[config.mk]
export PLATFORM = sky130hd
export DESIGN_NAME = tx_framer_prbs
export DESIGN_NICKNAME = d
export VERILOG_FILES = /design/src/rtl/tx_framer_prbs.sv
export SDC_FILE = /design/constraint.sdc
export NUM_CORES = 1
export LEC_CHECK = 0
export BUFFER_PORTS_ARGS = -buffer_cell sky130_fd_sc_hd__buf_4
export CAP_MARGIN = 10
export CORE_ASPECT_RATIO = 1.5
export CORE_MARGIN = 5
export CORE_UTILIZATION = 59
export CTS_CLUSTER_SIZE = 25
export DETAILED_ROUTE_END_ITERATION = 10
export PLACE_DENSITY = 0.78
export SLEW_MARGIN = 25
export SYNTH_ARGS = -nofsm -noshare
export SYNTH_HDL_FRONTEND = slang
export SYNTH_SLANG_ARGS = --single-unit
[constraint.sdc]
create_clock -name clk_bit -period 2.8 [get_ports clk_bit]
set_input_delay 0.14 -clock clk_bit [delete_from_list [all_inputs] [get_ports clk_bit]]
set_output_delay 0.14 -clock clk_bit [all_outputs]
set_load 0.02 [all_outputs]
[src/rtl/tx_framer_prbs.sv]
// Serial TX framer: a FIFO feeds fixed-length symbols (2-bit header, then the payload LSB first).
// Idle symbols fill gaps, and a PRBS7 test-pattern mode is latched at symbol boundaries.
module tx_framer_prbs #(
  parameter int unsigned       DATA_W       = 8,
  parameter int unsigned       FIFO_DEPTH   = 4,
  parameter logic [DATA_W-1:0] IDLE_PATTERN = 8'hBC
) (
  input  logic                          clk_bit,
  input  logic                          rst_n,
  input  logic [DATA_W-1:0]             d_in,
  input  logic                          d_in_valid,
  output logic                          d_in_ready,
  input  logic                          prbs_on,
  output logic                          out,
  output logic                          word_start,
  output logic                          idle,
  output logic [$clog2(FIFO_DEPTH):0]   fifo_level
);

  localparam int unsigned SymLen = DATA_W + 2;
  localparam int unsigned CntW   = $clog2(SymLen);
  localparam int unsigned PtrW   = $clog2(FIFO_DEPTH);
  localparam int unsigned LvlW   = PtrW + 1;

  // Symbol bit i goes on the line i cycles after the symbol starts.
  localparam logic [SymLen-1:0] IdleSym  = {IDLE_PATTERN, 2'b01};
  localparam logic [6:0]        LfsrSeed = 7'h7F;

  // FIFO storage
  logic [DATA_W-1:0] mem_q [FIFO_DEPTH];
  logic [PtrW-1:0]   wr_ptr_q, wr_ptr_d;
  logic [PtrW-1:0]   rd_ptr_q, rd_ptr_d;
  logic [LvlW-1:0]   level_q, level_d;

  // Framer state
  logic [CntW-1:0]   cnt_q, cnt_d;
  logic [SymLen-1:0] sym_q, sym_d;
  logic              mode_q, mode_d;
  logic [6:0]        lfsr_q, lfsr_d;
  logic              out_q, out_d;
  logic              ws_q, ws_d;
  logic              idle_q, idle_d;

  logic              boundary;
  logic              push;
  logic              pop;
  logic              fifo_empty;
  logic [SymLen-1:0] data_sym;
  logic [6:0]        lfsr_step;

  assign fifo_empty = (level_q == '0);
  assign d_in_ready = (level_q < LvlW'(FIFO_DEPTH));
  assign push       = d_in_valid && d_in_ready;
  assign boundary   = (cnt_q == CntW'(SymLen - 1));
  // The PRBS request sampled at this boundary takes priority over queued data.
  assign pop        = boundary && !prbs_on && !fifo_empty;
  assign data_sym   = {mem_q[rd_ptr_q], 2'b10};
  assign lfsr_step  = {lfsr_q[5:0], lfsr_q[6] ^ lfsr_q[5]};

  always_comb begin
    wr_ptr_d = wr_ptr_q;
    rd_ptr_d = rd_ptr_q;
    level_d  = level_q;
    if (push) begin
      wr_ptr_d = wr_ptr_q + 1'b1;
    end
    if (pop) begin
      rd_ptr_d = rd_ptr_q + 1'b1;
    end
    unique case ({push, pop})
      2'b10:   level_d = level_q + 1'b1;
      2'b01:   level_d = level_q - 1'b1;
      default: level_d = level_q;
    endcase
  end

  always_comb begin
    cnt_d  = cnt_q + 1'b1;
    mode_d = mode_q;
    sym_d  = sym_q >> 1;
    out_d  = mode_q ? lfsr_q[6] : sym_q[1];
    ws_d   = 1'b0;
    idle_d = idle_q;

    if (boundary) begin
      cnt_d  = '0;
      mode_d = prbs_on;
      ws_d   = 1'b1;
      if (prbs_on) begin
        sym_d  = IdleSym;
        out_d  = lfsr_q[6];
        idle_d = 1'b1;
      end else if (!fifo_empty) begin
        sym_d  = data_sym;
        out_d  = data_sym[0];
        idle_d = 1'b0;
      end else begin
        sym_d  = IdleSym;
        out_d  = IdleSym[0];
        idle_d = 1'b1;
      end
    end

    // The LFSR only runs while PRBS bits are being sent; all-zero is a lock-up state.
    if (lfsr_q == '0) begin
      lfsr_d = LfsrSeed;
    end else if (mode_d) begin
      lfsr_d = lfsr_step;
    end else begin
      lfsr_d = lfsr_q;
    end
  end

  always_ff @(posedge clk_bit) begin
    if (push) begin
      mem_q[wr_ptr_q] <= d_in;
    end
  end

  always_ff @(posedge clk_bit or negedge rst_n) begin
    if (!rst_n) begin
      wr_ptr_q <= '0;
      rd_ptr_q <= '0;
      level_q  <= '0;
      cnt_q    <= '0;
      sym_q    <= IdleSym;
      mode_q   <= 1'b0;
      lfsr_q   <= LfsrSeed;
      out_q    <= 1'b1;
      ws_q     <= 1'b1;
      idle_q   <= 1'b1;
    end else begin
      wr_ptr_q <= wr_ptr_d;
      rd_ptr_q <= rd_ptr_d;
      level_q  <= level_d;
      cnt_q    <= cnt_d;
      sym_q    <= sym_d;
      mode_q   <= mode_d;
      lfsr_q   <= lfsr_d;
      out_q    <= out_d;
      ws_q     <= ws_d;
      idle_q   <= idle_d;
    end
  end

  assign out        = out_q;
  assign word_start = ws_q;
  assign idle       = idle_q;
  assign fifo_level = level_q;

endmodule

Yosys cells after proc, flatten, opt, wreduce, memory -nomap -nowiden
Memories as Yosys holds them, arrays and structs flattened.
Index checks and enable logic that the tools add are counted.
{"block": "op_classes", "add_sub_neg": 5, "n_bitwise": 1, "n_reduce_logical": 9, "eq_ne": 3, "div": 0, "n_lt_le_gt_ge": 1, "multipliers": 0, "shift": 0, "mux": 16}
{"operator": "10-bit 2-to-1 mux", "count": 3}
{"operator": "7-bit 2-to-1 mux", "count": 2}
{"operator": "1-bit 2-to-1 mux", "count": 9}
{"operator": "7-bit zero test", "count": 1}
{"operator": "3-bit case mux with 2 select lines", "count": 1}
{"operator": "2-bit by 1-bit adder with 2-bit output, second input constant", "count": 2}
{"operator": "4-bit by 1-bit adder with 4-bit output, second input constant", "count": 1}
{"operator": "4-bit equality test, second input constant", "count": 1}
{"operator": "4-bit 2-to-1 mux", "count": 1}
{"operator": "2-bit nonzero test", "count": 2}
{"operator": "3-bit by 1-bit adder with 3-bit output, second input constant", "count": 1}
{"operator": "1-bit logical AND", "count": 3}
{"operator": "3-bit zero test", "count": 1}
{"operator": "3-bit less-than comparator, second input constant", "count": 1}
{"operator": "3-bit by 1-bit subtractor with 3-bit output, second input constant", "count": 1}
{"operator": "2-bit by 1-bit equality test with 1-bit output, second input constant", "count": 1}
{"operator": "2-bit equality test, second input constant", "count": 1}
{"operator": "1-bit zero test", "count": 2}
{"operator": "1-bit XOR", "count": 1}
{"block": "totals", "output_inout_bits": 7, "in_bits": 12, "latchBits": 0, "memories": 1, "rom_bits": 0, "wordCells": 46, "reg_bits": 32, "mem_bits_rw": 32}
{"memory": "mem_q", "depth": 4, "word_bits": 8, "rd": 1, "rd_ports_with_merged_regs": 0, "write_ports": 1, "line": "30", "source": "logic [DATA_W-1:0] mem_q [FIFO_DEPTH];"}

Logic depth before layout (Yosys ltp)
Gate-level depths: netlist (run 1).
{"block": "logic_depth", "word_depth": 5, "depth_mapped": 10, "mapped_depth_nobuf": 8}

Worst setup path after synthesis (run 1)
OpenSTA, ideal clock, no wires.
{"block": "synth_timing", "path_kind": "register to register", "startpoint": "register cnt_q[2]", "endpoint": "register level_q[2] (netlist: fifo_level[2])", "synth_period_minus_slack_ps": 2251, "path_stages_with_launch": 11, "setup_ps": 80, "arrival_time_ps": 2171, "required_ps": 2720, "path_buffers": 2, "path_slack_ps": 549, "cell_sequence": "dfrtp_1 > nand4bb_1 > buf_6 > nor3_1 > buf_4 > ha_1 > inv_1 > fa_1 > xor2_1 > nor2_1 > xnor2_1"}
{"block": "synth_between", "elab_chain_cells": 5, "elab_cells_between_ends": 7, "cone_classes": "eq/ne: 3; mux: 1; reduce/logical: 3"}
{"element": "start: declaration", "line": "36", "source": "logic [CntW-1:0] cnt_q, cnt_d;"}
{"element": "start signal: assignment", "line": "136", "source": "cnt_q <= cnt_d;"}
{"element": "4-bit equality test *", "line": "54", "source": "assign boundary = (cnt_q == CntW'(SymLen - 1));"}
{"element": "1-bit logical AND * (2 in a row)", "line": "56", "source": "assign pop = boundary && !prbs_on && !fifo_empty;"}
{"element": "net pop", "line": "46", "source": "logic pop;"}
{"element": "2-bit by 1-bit equality test with 1-bit output / 2-bit equality test (equally long branches)", "line": "70", "source": "unique case ({push, pop})"}
{"element": "3-bit case mux with 2 select lines / 2-bit nonzero test (equally long branches)"}
{"element": "end signal: assignment", "line": "135", "source": "level_q <= level_d;"}
{"element": "end: declaration", "line": "33", "source": "logic [LvlW-1:0] level_q, level_d;"}
Mark *: on every way through the listed nets, which the timed path passes. The rest lies on a longest branch.
A chain may end at the register's enable or synchronous reset.

Worst setup path after layout (run 1)
{"block": "layout_timing", "startpoint": "register cnt_q[2]", "endpoint": "register level_q[2] (netlist: fifo_level[2])"}
{"block": "layout_between", "elab_chain_cells": 5, "elab_cells_between_ends": 7, "cone_classes": "eq/ne: 3; mux: 1; reduce/logical: 3"}
{"element": "4-bit equality test *", "line": "54"}
{"element": "1-bit logical AND * (2 in a row)", "line": "56"}
{"element": "2-bit by 1-bit equality test with 1-bit output / 2-bit equality test (equally long branches)", "line": "70"}
{"element": "3-bit case mux with 2 select lines / 2-bit nonzero test (equally long branches)"}
Every way passes the cells marked *; elsewhere a longest branch is shown, timed or not.

==> results.toml, run 1 <==
[worst_setup_path]
path_max_fanout = 9
reg2reg_slack_ns = 0.54
crit_chain = "nand4bb_1 > buf_4 > nor3_1 > ha_1 > inv_1 > fa_1 > xor2_1 > nor2_1 > xnor2_1"
rr_endpoint = "fifo_level[2]"
crit_required_ns = 3.06
worst-setup-path-type = "reg -> reg"
max_stage_delay_ns = 0.43
cp-end-kind = "register"
arrival_ns = 2.52
cp_slowest_cell = "dfrtp_1"
critPathLaunchType = "register"
r2r-start = "cnt_q[2]"
reg2reg_depth = 9

[global_routing]
antenna_found_initial = 0
grt_pass1_vias = 1592
grt_overflow = 0
grt_pass1_wl_microns = 7270
grt_util_all_layers_pct = 16.8
grt_max_degree = 32

[clock_tree]
cts.sink_count = 63
cts_tree = "yes"
cts_max_level = 3
clock_path_buffers = 2
ctsResizeCount = 0
clkSlewWorstSetupHoldPaths_ns = 0.07
post-cts-setup-buffers = 0
clk_latency_ns = 0.33
clock-root-buffer = "clkbuf_8"
holdBufCountCts = 9
cts_inserted_buffers = 9

[floorplan]
die_h_microns = 91.1
io_pins = 19
core_area_sq_mm = 0.00425
start_util_pct = 60.9
die-area_sq_mm = 0.00583
row_count = 29
die_w_microns = 64.0

[synthesis]
synth-seq-cells = 63
ys_warn_count = 0
synth_fp_nets = 183
synth-seq-area-share_pct = 67.9
yosysUniqueCellTypes = 32
synth_area_sq_mm = 0.00258
synth_cells = 165
synth.avg_cell_area_sq_um = 15.7

[power_and_ir_drop]
internal-power_w = 0.00200
sequentialPowerShare_pct = 48.0
netSwitchingFraction_pct = 30.2
leakage_nw = 1.24
switchingPower_w = 0.000863
p_comb_share_pct = 26.5
ir_drop_v = 0.000687
powerDensity_mw_per_mm2 = 941
power.share.clock_pct = 25.5

[final_layout]
syn_to_final_growth_pct = 17.5
layout.nets = 218
num-fill-cells = 254
post-route-cell-area_sq_mm = 0.00304
diodes = 0
ff_latch_area_sq_mm = 0.00176
multi_input_area_sq_um = 736
post_route_cells_drive_above_1_share_pct = 32.4

[placed_design]
dp_slack_ns = 0.551
port_buffers = 18
dp_hpwl_microns = 2870
placed_area_sq_mm = 0.00276
place_congestion = 0.792

[hold_path]
min_to = "sym_q[9]"
hp-class = "in -> reg"
worstHoldStart = "prbs_on"
hold_depth = 3

[sta]
layout_setup_ws_ns = 0.537
min_period_over_period_pct = 80.8
rsz0062_at_grt = "no"
period_needed_ns = 2.26
tns_ns = 0
drv_slew = 0
worstMarginPinSlew_ns = 0.807
maxSlewHeadroom_pct = 45.8
finalHoldViolCount = 0
fmax_ghz = 0.442
fin_skew_ns = 0.00450
finalSetupViolations = 0

[route]
dr.pass1.iters = 4
via_per_inst = 5.64
drt-initial-drc-count = 26
drc = 0
vias = 1410
finalWirelength_microns = 4190
wl_per_cell_microns = 16.8
postRouteAntennaNets = 0

[outcome]
status = "completed"

[flow_run]
drv_cap = 0
## power groups by stage
stage / Sequential [W] / Clock (W) / Combinational [W]
5_1_grt: 0.00140 / 0.000795 / 0.000845
6_report: 0.00137 / 0.000729 / 0.000757
3_5_place_dp: 0.00140 / 0 / 0.000753
3_3_place_gp: 0.00139 / 0 / 0.000714
4_1_cts: 0.00138 / 0.000752 / 0.000770
2_1_floorplan: 0.00135 / 0 / 0.000574
## cells in the mapped netlist (all sizes together)
cell type | number | area [sq um]
o21ai | 2 | 10.0
nand2 | 3 | 11.3
and2 | 4 | 25.0
nor3 | 5 | 25.0
a211oi | 1 | 7.51
a21o | 1 | 8.76
nor4 | 1 | 12.5
mux2 | 1 | 11.3
mux2i | 9 | 103
nor2b | 2 | 12.5
dfstp | 15 | 394
fa | 1 | 20.0
xor2 | 4 | 35.0
nor2 | 9 | 33.8
mux4 | 8 | 180
inv | 16 | 62.6
ha | 5 | 62.6
a221o | 1 | 10.0
nand4bb | 1 | 11.3
a22o | 5 | 47.6
a21oi | 13 | 65.1
dfrtp | 16 | 400
buf | 3 | 23.8
nor4b | 1 | 8.76
clkbuf | 2 | 7.51
edfxtp | 32 | 961
xnor2 | 4 | 35.0
## registers in the layout (all words and copies together), names as in the netlist
register and count:
mem_q 32, word_start 1, sym_q 9, mode_q 1, lfsr_q 7, fifo_level 3, wr_ptr_q 2, out 1
cnt_q 4, idle 1, rd_ptr_q 2
## layout by cell type, fill, tap and decap left out, types with 3 or more instances in the layout
cell type      count
dlygate4sd3_1      9
ha_1               5
and2_1             4
clkbuf_8           9
xnor2_1            4
inv_1             15
nor3_1             5
dfrtp_1           16
nand2_1            3
edfxtp_1          32
nor2_1             9
a21oi_1           13
a22o_2             3
xor2_1             4
dfstp_2           15
clkinvlp_4         3
buf_4             20
mux4_2             8
mux2i_1            8
## routing by layer
| layer | track usage (%) | routed length [microns] | part of all wire (%) | up-vias |
|---|---|---|---|---|
| met3 | 4.44 | 141 | 3.4 | 12 |
| met1 | 16.9 | 1560 | 37 | 716 |
| li1 | - | - | - | 658 |
| met2 | 29.4 | 2340 | 56 | 24 |
| met4 | 10.9 | 146 | 3.5 | 0 |
| met5 | 0 | 0 | 0 | - |
## worst max path at each step
| stage | start | endpoint | slack [ns] | depth (start not counted) |
|---|---|---|---|---|
| floorplan | cnt_q[2] | fifo_level[2] | 0.55 | 10 |
| global placement | cnt_q[2] | fifo_level[2] | 0.68 | 9 |
| detailed placement | cnt_q[2] | fifo_level[2] | 0.55 | 9 |
| CTS | cnt_q[2] | fifo_level[2] | 0.53 | 9 |
| global route | cnt_q[1] | fifo_level[2] | 0.39 | 9 |
| finish | cnt_q[2] | fifo_level[2] | 0.54 | 9 |
## layout make-up
class | count | share of cell area, %
Clock inverter | 6 | 2.06
Sequential cell | 63 | 57.8
Clock buffer | 9 | 4.08
Tap cell | 46 | 1.89
Multi-Input combinational cell | 81 | 24.2
Timing Repair Buffer | 29 | 7.91
Inverter | 16 | 2.06
## critical path, delay by kind of cell (launching register included)
kind,cells,cell delay [ns]
AND/OR/NAND/NOR,3,0.60
adder cells (fa/ha/maj),2,0.62
flip-flops,1,0.43
XOR/XNOR,2,0.28
buffers and inverters,2,0.25
## kinds of logic after synthesis
| family | count (synthesis) | share of synthesized area, % |
|---|---|---|
| buffers and inverters | 21 | 3.63 |
| AO/OA/AOI/OAI | 23 | 5.76 |
| XOR/XNOR | 8 | 2.71 |
| flip-flops | 63 | 67.9 |
| AND/OR/NAND/NOR | 26 | 5.42 |
| adder cells (fa/ha/maj) | 6 | 3.19 |
| multiplexers | 18 | 11.4 |
## stage by stage
step                utilization (%)  hold WS (ns)  total power, W  instances
floorplan                         -        -0.156         0.00192        165
global placement               65.0        0.0759         0.00210        226
detailed placement             65.0        0.0876         0.00215        226
CTS                            71.6         0.112         0.00290        250
global route                   71.6         0.131         0.00304        250
finish                         71.6         0.121         0.00286        250
(Power assumes the default switching activity.)
==> inputs of run 2 (changes only) <==
--- a/config.mk
+++ b/config.mk
@@ -9,10 +9,10 @@
 export CAP_MARGIN = 10
 export CORE_ASPECT_RATIO = 1.5
 export CORE_MARGIN = 5
-export CORE_UTILIZATION = 59
+export CORE_UTILIZATION = 53
 export CTS_CLUSTER_SIZE = 25
 export DETAILED_ROUTE_END_ITERATION = 10
-export PLACE_DENSITY = 0.78
+export PLACE_DENSITY = 0.74
 export SLEW_MARGIN = 25
 export SYNTH_ARGS = -nofsm -noshare
 export SYNTH_HDL_FRONTEND = slang
==> constraint.sdc (replaced) <==
create_clock -name clk_bit -period 1.86 [get_ports clk_bit]
set_input_delay 0.093 -clock clk_bit [delete_from_list [all_inputs] [get_ports clk_bit]]
set_output_delay 0.093 -clock clk_bit [all_outputs]
set_load 0.02 [all_outputs]
==> run 2 against run 1 <==
  * Global-route usage is 0.45 points higher
  * Sequential share of layout area is 2.7 points lower
  * Combinational power is 82% higher
  * Count of clock-buffer cells in the layout stayed put
  * Register-to-register slack worse by 0.52 ns
  * Clock power is 45% higher
  * Clock skew is 0.0025 ns higher
  * Worst hold slack worse by 0.049 ns
  * Critical endpoint unchanged
==> results.toml, run 2 (synthesis gave the netlist of run 1 again) <==
[floorplan]
die_h_microns = 95.5
die-area_sq_mm = 0.00640
io_pins = 19
die_w_microns = 67.0
core_area_sq_mm = 0.00477
row_count = 31
start_util_pct = 54.2

[worst_setup_path]
cp-end-kind = "register"
worst-setup-path-type = "reg -> reg"
rr_endpoint = "fifo_level[2]"
crit_required_ns = 2.13
reg2reg_slack_ns = 0.01
reg2reg_depth = 8
path_max_fanout = 2
critPathLaunchType = "register"
arrival_ns = 2.12
crit_chain = "nand4bb_4 > nor3_4 > ha_4 > inv_2 > fa_2 > xor2_1 > nor2_1 > xnor2_1"
r2r-start = "cnt_q[1]"
cp_slowest_cell = "dfrtp_1"
max_stage_delay_ns = 0.39

[route]
drc = 0
postRouteAntennaNets = 0
wl_per_cell_microns = 15.9
dr.pass1.iters = 4
vias = 1462
drt-initial-drc-count = 55
via_per_inst = 5.17
finalWirelength_microns = 4510

[placed_design]
port_buffers = 18
placedCellCount = 256
place_congestion = 0.665
placed_area_sq_mm = 0.00289
dp_hpwl_microns = 3280

[global_routing]
grt_pass1_vias = 1673
grt_util_all_layers_pct = 17.2
grt_pass1_wl_microns = 7750
grt_overflow = 0
antenna_found_initial = 0
grt_max_degree = 32

[sta]
finalHoldViolCount = 0
maxSlewHeadroom_pct = 71.0
fin_skew_ns = 0.00696
rsz0062_at_grt = "yes"
fmax_ghz = 0.542
finalSetupViolations = 0
min_period_over_period_pct = 99.2
period_needed_ns = 1.85
drv_slew = 0
worstMarginPinSlew_ns = 0.435

[clock_tree]
cts.sink_count = 63
cts_max_level = 3
clock_path_buffers = 2
clock-root-buffer = "clkbuf_8"
clkSlewWorstSetupHoldPaths_ns = 0.07
cts_tree = "yes"
clk_latency_ns = 0.35
cts_inserted_buffers = 9

[final_layout]
post_route_cells_drive_above_1_share_pct = 38.7
largest_reg_flops = 32
diodes = 0
instances_no_fill = 283
post-route-util_pct = 66.8
layout.nets = 230
post-route-cell-area_sq_mm = 0.00319
reg.largest.list = "mem_q x32, sym_q x9, lfsr_q x7"
final_cell_mix = "32 x buf_4, 32 x edfxtp_1, 16 x dfrtp_1"
syn_to_final_growth_pct = 23.3
top_register = "mem_q"

[power_and_ir_drop]
sequentialPowerShare_pct = 45.2
powerDensity_mw_per_mm2 = 1400
power.share.clock_pct = 23.9
switchingPower_w = 0.00144
p_comb_share_pct = 30.9
internal-power_w = 0.00301
netSwitchingFraction_pct = 32.3
ir_drop_v = 0.000795
leakage_nw = 1.31

[hold_path]
min_to = "sym_q[9]"
hp-class = "in -> reg"
hold_depth = 3
worstHoldStart = "prbs_on"

[flow_run]
drv_cap = 0

[outcome]
status = "completed"
[run 2: worst max path at each step]
stage                     startpoint       endpoint  slack [ns]  cells past startpoint
after floorplan             cnt_q[1]  fifo_level[2]       -0.19                     10
after global placement      cnt_q[1]  fifo_level[2]       0.005                      8
after detailed placement    cnt_q[1]  fifo_level[2]       -0.08                      8
after CTS                   cnt_q[1]  fifo_level[2]       0.003                      8
after global routing        cnt_q[1]  fifo_level[2]       -0.09                      8
final                       cnt_q[1]  fifo_level[2]        0.01                      8
[run 2: power by group through the flow]
stage / Sequential, W / Clock [W] / Combinational [W]
global route: 0.00204 / 0.00116 / 0.00154
global placement: 0.00202 / 0 / 0.00123
floorplan: 0.00203 / 0 / 0.000899
CTS: 0.00201 / 0.00109 / 0.00140
detailed placement: 0.00205 / 0 / 0.00132
finish: 0.00201 / 0.00106 / 0.00138
[run 2: repair_timing]
action / 4_1_cts / 5_1_grt
gates resized for setup: 1 / 0
setup buffers: 2 / 0
setup endpoints to repair: 2 / 1
pin swaps: 1 / 0
hold buffers: 9 / 0
hold endpoints to repair: 63 / 0
[run 2: layer usage]
metal,track usage [%],vias to the layer above,wire (microns)
li1,-,685,-
met5,0,-,0
met2,31.1,25,2590
met3,5.90,12,142
met4,7.95,0,115
met1,17.2,740,1660
[run 2: worst max-delay path: cells and delay by family (launching register included)]
kind	cells	cell delay [ns]
xor gates and xnor gates	2	0.26
and+or+nand+nor	3	0.57
DFF	1	0.39
adders and majority gates	2	0.51
buffers and inverters	1	0.03
[run 2: cell type report]
type                            instances  area (sq um)
Clock buffer                            9           124
Sequential cell                        63          1760
Fill cell                             335          1580
Multi-Input combinational cell         81           778
Clock inverter                          7          55.1
Tap cell                               66          82.6
Timing Repair Buffer                   41           330
Inverter                               16          62.6
[run 2: per-stage QoR]
step	setup TNS, ns	hold WS [ns]	total power (W)	setup slack [ns]
floorplan	-0.290	-0.203	0.00293	-0.193
global placement	0	0.0310	0.00325	0.00466
detailed placement	-0.0870	0.0421	0.00338	-0.0810
CTS	0	0.0561	0.00450	0.00333
global route	-0.0940	0.103	0.00474	-0.0940
finish	0	0.0720	0.00445	0.0146
